[config.mk]
export PLATFORM = sky130hd
export DESIGN_NAME = receive
export DESIGN_NICKNAME = d
export VERILOG_FILES = /design/src/rtl/uart_pkg.sv /design/src/rtl/sync2.sv /design/src/rtl/receive.sv
export SDC_FILE = /design/constraint.sdc
export NUM_CORES = 1
export LEC_CHECK = 0
export BUFFER_PORTS_ARGS = -buffer_cell sky130_fd_sc_hd__clkbuf_2
export CAP_MARGIN = 20
export CORE_MARGIN = 2
export CORE_UTILIZATION = 35
export DETAILED_ROUTE_END_ITERATION = 16
export SLEW_MARGIN = 0
export SYNTH_ARGS = -nofsm -noshare
export SYNTH_HDL_FRONTEND = slang
export SYNTH_SLANG_ARGS = --single-unit
[constraint.sdc]
create_clock -name CLK -period 2.25 [get_ports CLK]
set_clock_uncertainty 0.1 [all_clocks]
set_input_delay 0.3375 -clock CLK [delete_from_list [all_inputs] [get_ports CLK]]
set_output_delay 0.3375 -clock CLK [all_outputs]
set_load 0.02 [all_outputs]
[src/rtl/uart_pkg.sv]
// rtl/uart_pkg.sv - shared UART types and constants for send/receive
package uart_pkg;

  typedef enum logic [2:0] {
    IDLE,
    START,
    DATA,
    PARITY,
    STOP
  } state_t;

  localparam int DATA_BITS = 8;

  // 100 MHz / 9600 baud; the transmitter uses the same value
  localparam logic [31:0] DEFAULT_CLKS_PER_BIT = 32'h28B0;

endpackage

[src/rtl/sync2.sv]
// rtl/sync2.sv - two-flop synchroniser for asynchronous inputs, resets to 1
module sync2 (
  input  logic CLK,
  input  logic RESET,
  input  logic d,
  output logic q
);

  logic meta;

  // Reset high so an idle-high line never looks like a start edge
  always_ff @(posedge CLK or negedge RESET) begin
    if (!RESET) begin
      meta <= 1'b1;
      q    <= 1'b1;
    end else begin
      meta <= d;
      q    <= meta;
    end
  end

endmodule

[src/rtl/receive.sv]
// rtl/receive.sv - UART receiver, 8N1 (8E1 with UART_RX_PARITY_EN), LSB first
module receive
  import uart_pkg::*;
#(
  parameter logic [31:0] CLKS_PER_BIT = DEFAULT_CLKS_PER_BIT
) (
  input  logic                 CLK,
  input  logic                 RESET,
  input  logic                 UART_RX,
  output logic [DATA_BITS-1:0] data,
  output logic                 valid,
  output logic                 frame_err,
`ifdef UART_RX_PARITY_EN
  output logic                 parity_err,
`endif
  output logic                 busy
);

  localparam logic [31:0] HALF_M1 = CLKS_PER_BIT / 32'd2 - 32'd1;
  localparam logic [31:0] FULL_M1 = CLKS_PER_BIT - 32'd1;

  state_t               state;
  logic [31:0]          cnt;
  logic [2:0]           bit_idx;
  logic [DATA_BITS-1:0] shift;
  logic                 rx_s;

  sync2 u_sync (
    .CLK  (CLK),
    .RESET(RESET),
    .d    (UART_RX),
    .q    (rx_s)
  );

`ifdef UART_RX_PARITY_EN
  logic parity_bit;
  logic parity_bad;

  // Even parity: data bits plus parity bit must XOR to zero
  always_comb begin
    parity_bad = ^{shift, parity_bit};
  end
`endif

  // Frame FSM: centre-samples each bit and emits one-cycle strobes on exit from STOP
  always_ff @(posedge CLK or negedge RESET) begin
    if (!RESET) begin
      state      <= IDLE;
      cnt        <= '0;
      bit_idx    <= '0;
      shift      <= '0;
      data       <= '0;
      valid      <= 1'b0;
      frame_err  <= 1'b0;
      busy       <= 1'b0;
`ifdef UART_RX_PARITY_EN
      parity_bit <= 1'b0;
      parity_err <= 1'b0;
`endif
    end else begin
      valid      <= 1'b0;
      frame_err  <= 1'b0;
`ifdef UART_RX_PARITY_EN
      parity_err <= 1'b0;
`endif
      case (state)
        IDLE: begin
          cnt <= '0;
          if (!rx_s) begin
            state <= START;
            busy  <= 1'b1;
          end
        end
        START: begin
          if (cnt == HALF_M1) begin
            cnt <= '0;
            if (!rx_s) begin
              state   <= DATA;
              bit_idx <= '0;
            end else begin
              // Start bit gone at its centre: treat as a glitch, silently
              state <= IDLE;
              busy  <= 1'b0;
            end
          end else begin
            cnt <= cnt + 32'd1;
          end
        end
        DATA: begin
          if (cnt == FULL_M1) begin
            cnt            <= '0;
            shift[bit_idx] <= rx_s;
            if (bit_idx == 3'd7) begin
`ifdef UART_RX_PARITY_EN
              state <= PARITY;
`else
              state <= STOP;
`endif
            end else begin
              bit_idx <= bit_idx + 3'd1;
            end
          end else begin
            cnt <= cnt + 32'd1;
          end
        end
`ifdef UART_RX_PARITY_EN
        PARITY: begin
          if (cnt == FULL_M1) begin
            cnt        <= '0;
            parity_bit <= rx_s;
            state      <= STOP;
          end else begin
            cnt <= cnt + 32'd1;
          end
        end
`endif
        STOP: begin
          if (cnt == FULL_M1) begin
            // Leave at the stop-bit centre so half a bit remains to see the next start
            cnt   <= '0;
            state <= IDLE;
            busy  <= 1'b0;
            frame_err <= !rx_s;
`ifdef UART_RX_PARITY_EN
            parity_err <= parity_bad;
            if (rx_s && !parity_bad) begin
              data  <= shift;
              valid <= 1'b1;
            end
`else
            if (rx_s) begin
              data  <= shift;
              valid <= 1'b1;
            end
`endif
          end else begin
            cnt <= cnt + 32'd1;
          end
        end
        default: begin
          state <= IDLE;
          busy  <= 1'b0;
          cnt   <= '0;
        end
      endcase
    end
  end

endmodule
==> flow_metrics.env <==
export IMPL_pin_count=14
export IMPL_yosysUniqueCellTypes=41
export IMPL_worst_hold_path_type="flop to flop"
export IMPL_synthAdderAreaFrac_pct=1.289
export IMPL_ant_nets=0
export IMPL_min_to="u_sync.q"
export IMPL_power_leakage_nw=1.749
export IMPL_cts_root_buf="clkbuf_8"
export IMPL_gp_congestion=0.7691
export IMPL_crit_path_end_kind="flop"
export IMPL_finalHoldViolations=0
export IMPL_final_common_cell="dfrtp_1"
export IMPL_max_freq_ghz=0.4535
export IMPL_async_flop_share_pct=100.0
export IMPL_ir_drop_mv=0.3722
export IMPL_synth_nets=287
export IMPL_rr_endpoint="shift[3]"
export IMPL_post_synth_cell_area_avg_um2=10.37
export IMPL_layout_common_cells="dfrtp_1, nor2_1, buf_4, xnor2_1, nand2_1"
export IMPL_cellPowerDensity_nw_per_um2=615.0
export IMPL_grt_pass1_wl_um=10440
export IMPL_vias_per_cell=4.868
export IMPL_htree_levels=3
export IMPL_rrSetupSlack_ns=0.05
export IMPL_criticalPathCategory="flop to flop"
export IMPL_yosys_area_share_simple_pct=25.73
export IMPL_slew_violations=0
export IMPL_antenna_found_initial=0
export IMPL_tightest_slew_ns=0.5114
export IMPL_cts_max_path_buffers=2
export IMPL_top_usage_layer="met2"
export IMPL_syn_to_final_growth_pct=30.50
export IMPL_n_antenna_cell=0
export IMPL_synth_seq_cells=59
export IMPL_core_area_um2=8134
export IMPL_use_met3_pct=4.269
export IMPL_p_total_mw=2.338
export IMPL_initial_core_util_pct=35.81
export IMPL_maxCapViolations=0
export IMPL_dpl_hpwl_um=4149
export IMPL_synthMuxAreaShare_pct=7.259
export IMPL_rr_worst_depth=4
export IMPL_outcome="complete, no violations"
export IMPL_grt_pass1_vias=2213
export IMPL_drive_gt1_share_pct=28.65
export IMPL_timing_rr_start="cnt[27]"
export IMPL_grt_usage_pct=15.09
export IMPL_synth_top_family_by_area="simple AND/OR/NAND/NOR gates"
export IMPL_startpoint_type="flop"
export IMPL_chipWidth_um=95.23
export IMPL_clk_pin_slew_ns=0.07
export IMPL_setup_viol=0
export IMPL_worst_hold_path_num_cells=0
export IMPL_fin_crit_ns=2.205
export IMPL_cts_tree="done"
export IMPL_clkLatencyLatePin_ns=0.33
export IMPL_syn_inst=281
export IMPL_port_buffers=13
export IMPL_routed_wl_um=6158
export IMPL_hold_start="u_sync.meta"
export IMPL_grt_ovfl_total=0
export IMPL_synth_xor_area_share_pct=9.021
export IMPL_cts_sinks=59
export IMPL_worstSetupStartpoint="cnt[27]"
export IMPL_row_count=33
export IMPL_finalCritPeriodShare_pct=98.00
export IMPL_cp_arrival_ns=2.32
export IMPL_die_area_um2=9068
export IMPL_cts_made_buffers=9
export IMPL_die_y_um=95.23
export IMPL_vias=2210
export IMPL_grt_util_met1_pct=19.24
export IMPL_synth_cell_area_um2=2913
export IMPL_ys_seq_area_share_pct=50.77
export IMPL_grt_start_max_net_pins=33
export IMPL_synth_compound_area_share_pct=2.964
export IMPL_nets=350
export IMPL_crit_path_max_fanout=3
export IMPL_ys_flop_type="dfrtp_1"
export IMPL_grtUsageMet2_pct=24.30
export IMPL_yosys_warnings=0
export IMPL_hold_ws_ns=0.2555
export IMPL_critPathRequiredTime_ns=2.37
export IMPL_slowest_delay_ns=0.58
export IMPL_cpMaxStageDelayCell="or4b_4"
export IMPL_wl_per_cell_um=13.56
export IMPL_drt_drc_violations_left=0
export IMPL_worstPathCellList="or4_4, or4b_4, nor4_4, mux2_1"
export IMPL_drt_iter0_drc=41
export IMPL_synth_edff_count=0
export IMPL_max_slew_margin_pct=65.91
export IMPL_firstDrtPassIters=4
power by group:
| part | internal [mW] | switching, mW |
|---|---|---|
| sequential | 1.06 | 0.00379 |
| clock | 0.825 | 0.414 |
| combinational | 0.00739 | 0.0233 |
worst max-delay path: cells and delay by family, from the launching register on:
kind | cells | cell delay [ns]
DFF | 1 | 0.38
muxes | 1 | 0.34
and+or+nand+nor | 3 | 1.28
sequential cells by signal, indices dropped and copies added, names as in the netlist:
signal / count
state: 3
u_sync.q: 1
bit_idx: 3
data: 8
shift: 8
u_sync.meta: 1
cnt: 32
frame_err: 1
busy: 1
valid: 1
through the flow:
| stage | TNS (ns) | std cells | instance area, µm² | utilization [%] | worst slack (ns) |
|---|---|---|---|---|---|
| floorplan | 0 | 281 | 2913 | - | 0.001315 |
| global placement | -0.1463 | 435 | 3430 | 42.16 | -0.04462 |
| detailed placement | -0.09195 | 435 | 3430 | 42.16 | -0.04026 |
| CTS | 0 | 453 | 3719 | 45.72 | 0.02864 |
| global route | -0.04326 | 454 | 3801 | 46.73 | -0.03373 |
| finish | 0 | 454 | 3801 | 46.73 | 0.04508 |
synth_stat cells (all sizes together), types with 5 or more instances:
library cell / instances / area (µm²)
nand3: 14 / 70.07
dfrtp: 57 / 1426
xnor2: 25 / 219.0
nor3: 13 / 65.06
and4: 5 / 43.79
nand2: 17 / 63.81
nand4: 9 / 62.56
clkbuf: 6 / 22.52
nor2: 50 / 187.7
buf: 6 / 30.03
nor4: 7 / 56.30
xor2: 5 / 43.79
inv: 9 / 33.78
nor2b: 5 / 31.28
mux2: 17 / 191.4
worst max-delay path by stage:
stage / endpoint / depth (start not counted) / slack [ns]
3_3_place_gp: data[2] / 7 / -0.04
5_1_grt: shift[3] / 4 / -0.03
4_1_cts: cnt[28] / 7 / 0.03
6_report: shift[3] / 4 / 0.05
2_1_floorplan: shift[3] / 4 / 0.001
3_5_place_dp: data[4] / 7 / -0.04
final cells by class:
cell class	instances	area, µm²
flip-flops and latches	59	1479
multi-input cells	201	1410
inverters	9	33.78
repair buffers	64	486.7
clock buffers	12	165.2
clock inverters	4	95.09
fillers	752	4333
well taps	105	131.4
metal layers:
layer	part of all wire (%)	routed length [µm]
met4	1.2	72
met5	0	0
met3	3.3	201
met1	48	2957
met2	48	2927
repair_timing:
item                                    in CTS  in global routing
endpoints found under the hold margin       17                  0
pin swaps                                    2                  3
endpoints found under the setup margin       4                 53
buffers inserted                             0                  0
hold buffers                                 2                  0
gates resized for setup                      1                  9
gates cloned                                 0                  1
logic make-up after synthesis:
family,after synthesis
and+or+nand+nor,139
DFF,59
xor gates and xnor gates,30
buffers and inverters,21
muxes,19
AOI/OAI and AO/OA,10
adders and majority gates,3
Note: power is estimated with default switching activity, not from simulation.
